**src/rtl/fanout_broadcast.sv**
```systemverilog
// ============================================================================
// Module   : fanout_broadcast
// Purpose  : One-token holding register broadcast to NUM_OUT consumers. Each
//            enabled consumer takes the token exactly once. Optional stall
//            counter output is built when FANOUT_BROADCAST_STALL_CNT_EN is defined.
// Revision : 1.0 - initial release
// ============================================================================
`default_nettype none

module fanout_broadcast #(
  parameter int NUM_OUT = 4,
  parameter int DATA_W  = 16
) (
  input  logic                        clk,
  input  logic                        rst_n,
  input  logic [DATA_W-1:0]           in_data,
  input  logic                        in_valid,
  output logic                        in_ready,
  input  logic [NUM_OUT-1:0]          en,
  output logic [NUM_OUT*DATA_W-1:0]   out_data,
  output logic [NUM_OUT-1:0]          out_valid,
`ifdef FANOUT_BROADCAST_STALL_CNT_EN
  output logic [15:0]                 stall_cnt,
`endif
  input  logic [NUM_OUT-1:0]          out_ready
);

  localparam logic [0:0] S_EMPTY = 1'b0;
  localparam logic [0:0] S_HOLD  = 1'b1;

  logic [0:0]         state_q, state_d;
  logic [DATA_W-1:0]  data_q, data_d;
  logic [NUM_OUT-1:0] pend_q, pend_d;

  logic               full;
  logic               retire;
  logic               load;
  logic [NUM_OUT-1:0] hs;

  assign full   = (state_q == S_HOLD);
  assign hs     = out_valid & out_ready;
  // A token retires once every still-pending consumer handshakes this cycle.
  assign retire = full & ((pend_q & ~hs) == '0);
  assign load   = in_valid & in_ready;

  always_ff @(posedge clk or negedge rst_n) begin
    if (!rst_n) begin
      state_q <= S_EMPTY;
    end else begin
      state_q <= state_d;
    end
  end

  always_comb begin
    state_d = state_q;
    case (state_q)
      S_EMPTY: if (load) state_d = S_HOLD;
      S_HOLD: begin
        if (load)        state_d = S_HOLD;
        else if (retire) state_d = S_EMPTY;
      end
      default:           state_d = S_EMPTY;
    endcase
  end

  always_comb begin
    in_ready  = ~full | retire;
    out_valid = {NUM_OUT{full}} & pend_q;
  end

  // en is sampled only at load, so mask changes during HOLD have no effect.
  always_comb begin
    data_d = data_q;
    pend_d = pend_q & ~hs;
    if (load) begin
      data_d = in_data;
      pend_d = en;
    end
  end

  always_ff @(posedge clk or negedge rst_n) begin
    if (!rst_n) begin
      data_q <= '0;
      pend_q <= '0;
    end else begin
      data_q <= data_d;
      pend_q <= pend_d;
    end
  end

  assign out_data = {NUM_OUT{data_q}};

`ifdef FANOUT_BROADCAST_STALL_CNT_EN
  logic [15:0] stall_q, stall_d;

  always_comb begin
    stall_d = stall_q;
    if (full && !retire && (stall_q != 16'hFFFF)) stall_d = stall_q + 16'd1;
  end

  always_ff @(posedge clk or negedge rst_n) begin
    if (!rst_n) begin
      stall_q <= '0;
    end else begin
      stall_q <= stall_d;
    end
  end

  assign stall_cnt = stall_q;
`endif

endmodule

`default_nettype wire

```
**config.mk**
```make
export PLATFORM = sky130hd
export DESIGN_NAME = fanout_broadcast
export DESIGN_NICKNAME = d
export VERILOG_FILES = /design/src/rtl/fanout_broadcast.sv
export SDC_FILE = /design/constraint.sdc
export NUM_CORES = 1
export LEC_CHECK = 0
export ABC_CLOCK_PERIOD_IN_PS = 1700
export CAP_MARGIN = 5
export CORE_MARGIN = 4
export CORE_UTILIZATION = 38
export CTS_CLUSTER_DIAMETER = 120
export CTS_CLUSTER_SIZE = 14
export DETAILED_ROUTE_END_ITERATION = 6
export PLACE_DENSITY = 0.9
export SLEW_MARGIN = 20
export SYNTH_ARGS = -nofsm -noshare
export SYNTH_HDL_FRONTEND = slang
export SYNTH_SLANG_ARGS = --single-unit
```
**constraint.sdc**
```tcl
create_clock -name clk -period 1.7 [get_ports clk]
set_input_delay 0.255 -clock clk [delete_from_list [all_inputs] [get_ports clk]]
set_output_delay 0.255 -clock clk [all_outputs]
set_load 0.01 [all_outputs]
```
==> flow_summary.ini, run 1 <==
[synthesis]
yosysWarningCount = 0
synth_edf_count = 0
yosys.cell_types.count = 16
synth.most_common_cell = buf_4
synthCells = 194
netlist_top_cells_area = dfrtp_1 33%, buf_4 22%, nand2_1 9.3%
seq_area_frac_synth_pct = 32.7
syn_avg_cell_area_sq_um = 8.29
syn_nets = 221
yosys_register_bits = 21
yosysTopAreaCell = dfrtp_1
ys.flop_type = dfrtp_1
netlist_area_sq_um = 1610
synthArstFlopShare_pct = 100
yosys.area.top_type_share_pct = 32.7
synth_commonest_cells = 48 x buf_4, 40 x nand2_1, 21 x dfrtp_1

[worst_setup_path]
cp_slowest_cell = o41a_1
cpPeakStageDelay_ns = 0.45
critPathLaunchType = register
crit_type = reg -> out
crit_required_ns = 1.44
cp_top_family = compound AO/OA/AOI/OAI gates
crit_arrival_ns = 1.40
crit_chain = nor2b_4, o41a_1, inv_2, buf_6
endpoint_kind = output pin
crit_buf_inv = 2
critPathMaxFanout = 3

[finish]
area_growth_pct = 45.7
layout-drive-gt1-share_pct = 8.68
final_cells = 292
fin_nets = 270
fillCellCount = 367
n_antenna_cell = 0
final_cell_area_sq_um = 2340

[power_and_ir_drop]
sw_frac_of_total_pct = 37.1
clkPwrFrac_pct = 8.7
switchingPower_mw = 1.43
ir_worst_vdd_v = 0.000776
powerDensity_nw_per_um2 = 1640
intPower_mw = 2.42
cellLeakagePower_nw = 0.974
pwr-share-comb_pct = 66.1
finalPower_mw = 3.84
seq_power_share_pct = 25.1

[global_route]
grt_use_total_pct = 16.4
grtUsageMet3_pct = 1.79
antenna_found_initial = 0
met2_usage_pct = 30.5
grt.met1_usage_pct = 19.1
grt.busiest_layer = met2
grt_pass1_wl_microns = 7070
grt_pass1_vias = 1471
grt_overflow_total = 0
grt_max_degree = 22

[placed_design]
hpwl_microns = 3080
placed_area_sq_um = 2250
dp.cells = 284
pre_cts_ws_ns = -0.383
portBuffers = 95
gp_congestion = 0.722

[cts]
tritoncts = done
clock-root-buffer = clkbuf_8
h-tree-depth = 1
cts_inserted_buffers = 3
clockBufferDepth = 2
clock_latency_ns = 0.26
cts_sinks = 21
clkTransAtPathRegs_ns = 0.08

[job]
max-cap-violations = 0

[detailed_routing]
vias = 1487
ant_nets = 0
first_pass_iters = 4
drt_iter0_markers = 65
routedWlPerCell_microns = 14.8
drc = 0
vias_per_cell = 5.09
wl_microns = 4330

[floorplan]
die_w_microns = 73.1
coreArea_sq_um = 4060
initial_utilization_pct = 39.7
die_y_microns = 73.1
die-area_sq_um = 5340
rows = 23
num_io_pins = 96

[sta]
fin_crit_ns = 1.65
finalCritPeriodShare_pct = 97.2
slew_headroom_pct = 58.4
finalHoldViolCount = 0
setup_viol = 0
slew_violations = 0
worst_pin_slew_ns = 0.623
skew_ns = 0.00261
layout_setup_ws_ns = 0.0471
timing.fmax_mhz = 605
rsz0062_at_grt = true
hold_ws_ns = 0.340

[outcome]
outcome = completed

[hold_path]
hp-class = in -> async
-- metal layers --
layer | up-vias | share of wire (%) | routed length (microns)
met5 | - | 0 | 0
met4 | 0 | 0.60 | 26
met3 | 2 | 8.5 | 369
met2 | 71 | 52 | 2250
met1 | 699 | 39 | 1680
li1 | 715 | - | -
-- power by group through the flow --
stage | sequential [mW] | clock, mW | combinational [mW]
floorplan | 1.01 | 0 | 1.57
global placement | 0.962 | 0 | 2.47
detailed placement | 0.981 | 0 | 2.52
CTS | 0.973 | 0.343 | 2.53
global route | 1.03 | 0.366 | 2.71
finish | 0.966 | 0.336 | 2.54
-- timing repair --
action	in CTS	in global routing
setup endpoints to repair	5	5
gates cloned	0	0
pin swaps	1	1
hold buffers	0	0
resized for setup	5	7
buffers inserted	1	3
-- worst paths after layout --
kind                                startpoint               endpoint  slack (ns)  cells after the start
min reg2reg                pend_q[3]$_DFF_PN0_    pend_q[3]$_DFF_PN0_        0.59                      2
max reg2reg                pend_q[0]$_DFF_PN0_         full$_DFF_PN0_        0.16                      4
max                        pend_q[0]$_DFF_PN0_               in_ready        0.05                      4
max in group asynchronous                rst_n         full$_DFF_PN0_        1.12                      2
min                                      rst_n  data_q[9]$_DFFE_PN0P_        0.34                      2
min in group clk                  out_ready[0]    pend_q[0]$_DFF_PN0_        0.39                      4
-- area by class of cell --
type                            count  area [sq um]  share of cell area (%)
Timing Repair Buffer              109          1070                    45.5
Multi-Input combinational cell    106           636                    27.1
Sequential cell                    21           527                    22.5
Tap cell                           50          62.6                    2.67
Clock buffer                        4          45.0                    1.92
Inverter                            2          7.51                   0.320
-- worst register-to-register path: stages, from the launching register on --
cell and delay (ns):
dfrtp_1 0.40, nor2b_4 0.13, o41a_1 0.45, buf_4 0.23
or2_1 0.23
-- logic make-up (layout without fill, tap and decap cells) --
group / after synthesis / after routing / share of synthesized area [%]
AOI/OAI and AO/OA: 41 / 41 / 20.0
buffers and inverters: 67 / 115 / 28.3
DFF: 21 / 21 / 32.7
and+or+nand+nor: 65 / 65 / 19.1
-- flip-flops by register name, summed over array words and instances (netlist names) --
name and count:
data_q 16, full 1, pend_q 4
-- stage by stage --
stage | TNS (ns) | util, %
2_1_floorplan | 0 | -
3_3_place_gp | -1.12 | 55.4
3_5_place_dp | -1.41 | 55.4
4_1_cts | 0 | 56.6
5_1_grt | -0.0143 | 57.8
6_report | 0 | 57.8
-- placed cells by master, fill, tap and decap left out --
cell type	Yosys	layout
clkdlybuf4s50_1	0	90
nand2_1	40	40
and2_1	20	20
o211ai_1	20	20
dfrtp_1	21	20
o41ai_1	16	16
buf_4	48	14
o21ai_1	4	4
dlymetal6s2s_1	0	4
nor2b_1	4	3
clkbuf_8	0	3
nor2b_4	0	1
o41a_1	1	1
inv_2	1	1
inv_1	1	1
or2_1	1	1
clkbuf_1	12	1
dfrtp_2	0	1
buf_6	3	1
No activity file was read; power rests on OpenSTA's default activity.
==> run 2: changes to the inputs <==
--- a/config.mk
+++ b/config.mk
@@ -7,6 +7,7 @@
 export LEC_CHECK = 0
 export ABC_CLOCK_PERIOD_IN_PS = 1700
 export CAP_MARGIN = 5
+export CORE_ASPECT_RATIO = 1.2
 export CORE_MARGIN = 4
 export CORE_UTILIZATION = 38
 export CTS_CLUSTER_DIAMETER = 120
==> run 2 against run 1 <==
Net effect:
- combinational power about the same
- total power up 0.28%
- cell count up 2.4%
- critical path type unchanged
- via count down 1.6%
- cell area up 0.43%
- fmax down 0.31%
- largest cell class unchanged
- clock power down 2%
- die area about the same
- count of clock-buffer cells in the layout unchanged
- hold slack better by 0.0071 ns
- wire length down 0.67%
==> flow_summary.ini, run 2 (synthesis gave the netlist of run 1 again) <==
[worst_setup_path]
critPathMaxFanout = 2
critPathLaunchType = register
crit_type = reg -> out
crit_required_ns = 1.44
crit_arrival_ns = 1.40
endpoint_kind = output pin

[detailed_routing]
wl_microns = 4300
ant_nets = 0
drt_iter0_markers = 51
vias_per_cell = 4.89
drc = 0
routedWlPerCell_microns = 14.4
first_pass_iters = 4
vias = 1463

[global_route]
grt_max_degree = 22
grt_pass1_wl_microns = 6840
grt_pass1_vias = 1472
grt_use_total_pct = 16.2
grt_overflow_total = 0
antenna_found_initial = 0

[job]
max-cap-violations = 0

[power_and_ir_drop]
seq_power_share_pct = 25.0
intPower_mw = 2.43
sw_frac_of_total_pct = 36.9
clkPwrFrac_pct = 8.5
ir_worst_vdd_v = 0.000731
cellLeakagePower_nw = 0.939
switchingPower_mw = 1.42
pwr-share-comb_pct = 66.5
finalPower_mw = 3.85
powerDensity_nw_per_um2 = 1640

[floorplan]
die_y_microns = 79.3
die_w_microns = 67.4
rows = 25
die-area_sq_um = 5340
coreArea_sq_um = 4000
initial_utilization_pct = 40.2
num_io_pins = 96

[placed_design]
gp_congestion = 0.738
portBuffers = 95
hpwl_microns = 3120
placed_area_sq_um = 2270
dp.cells = 290

[cts]
cts_inserted_buffers = 3
clkTransAtPathRegs_ns = 0.08
h-tree-depth = 1
cts_hold_buf = 0
clockBufferDepth = 2
cts_sinks = 21
clock-root-buffer = clkbuf_8
tritoncts = done
clock_latency_ns = 0.26

[finish]
final_cells = 299
area_growth_pct = 46.3
layout_commonest_cell = clkdlybuf4s50_1
final_util_pct = 58.8
layout-drive-gt1-share_pct = 9.39
fin_nets = 273
final_cell_area_sq_um = 2350
n_antenna_cell = 0
final_cell_mix = 93 x clkdlybuf4s50_1, 40 x nand2_1, 20 x and2_1, 20 x o211ai_1, 20 x dfrtp_1
largest_reg_flops = 16
max_flop_register = data_q
fillCellCount = 383

[sta]
finalHoldViolCount = 0
setup_viol = 0
fin_crit_ns = 1.66
skew_ns = 0.00441
slew_headroom_pct = 57.9
finalCritPeriodShare_pct = 97.5
slew_violations = 0
setup_tns_ns = 0
timing.fmax_mhz = 603
worst_pin_slew_ns = 0.631

[hold_path]
hp-class = in -> async

[outcome]
outcome = completed
[run 2: changes by cell type in the layout (fill, tap and decap cells not counted), sizes merged]
| cell | delta |
|---|---|
| dlymetal6s2s | -3 |
| clkbuf | +1 |
| clkdlybuf4s50 | +3 |
| buf | +2 |
[run 2: worst max-delay path: stages (launching register included)]
cell and delay, ns:
dfrtp_1 0.39, buf_4 0.14, and2_1 0.15, clkdlybuf4s50_1 0.47
[run 2: metrics by stage]
step	hold WS [ns]	setup WS, ns
after floorplan	-0.0406	0.153
after global placement	0.538	-0.392
after detailed placement	0.557	-0.390
after CTS	0.346	0.0164
after global routing	0.374	-0.0107
final	0.348	0.0419
[run 2: what timing repair did]
| item | CTS | global route |
|---|---|---|
| endpoints found under the hold margin | 0 | 0 |
| pin swaps | 1 | 1 |
| resized for setup | 5 | 2 |
| endpoints found under the setup margin | 5 | 5 |
| cloned | 0 | 0 |
| buffers inserted | 0 | 5 |
[run 2: power groups by stage]
| stage | sequential, mW | combinational [mW] | clock, mW |
|---|---|---|---|
| floorplan | 1.01 | 1.57 | 0 |
| global placement | 0.957 | 2.49 | 0 |
| detailed placement | 0.979 | 2.55 | 0 |
| CTS | 0.972 | 2.55 | 0.342 |
| global route | 1.02 | 2.74 | 0.359 |
| finish | 0.962 | 2.57 | 0.328 |
[run 2: layout make-up]
cell class,count,area (sq um),area share [%]
clock buffers,4,45.0,1.91
inverters,2,7.51,0.319
well taps,54,67.6,2.87
repair buffers,112,1080,45.9
flip-flops and latches,21,527,22.4
multi-input cells,106,628,26.7
[run 2: worst paths after layout]
check	from	to	slack (ns)	cells past startpoint
worst max-delay path	pend_q[1]$_DFF_PN0_	out_valid[1]	0.04	3
worst min-delay path	rst_n	data_q[13]$_DFFE_PN0P_	0.35	2
worst max register to register	pend_q[1]$_DFF_PN0_	full$_DFF_PN0_	0.16	4
worst min register to register	pend_q[3]$_DFF_PN0_	pend_q[3]$_DFF_PN0_	0.57	2
max in group asynchronous	rst_n	full$_DFF_PN0_	1.10	2
min in group clk	out_ready[1]	pend_q[1]$_DFF_PN0_	0.37	4
[run 2: per-layer routing]
layer	GRT usage (%)	routed length [microns]	vias to the layer above
met5	0	0	-
met4	6.09	46	0
met3	2.83	295	4
met2	29.4	2310	56
met1	18.2	1650	687
li1	-	-	716
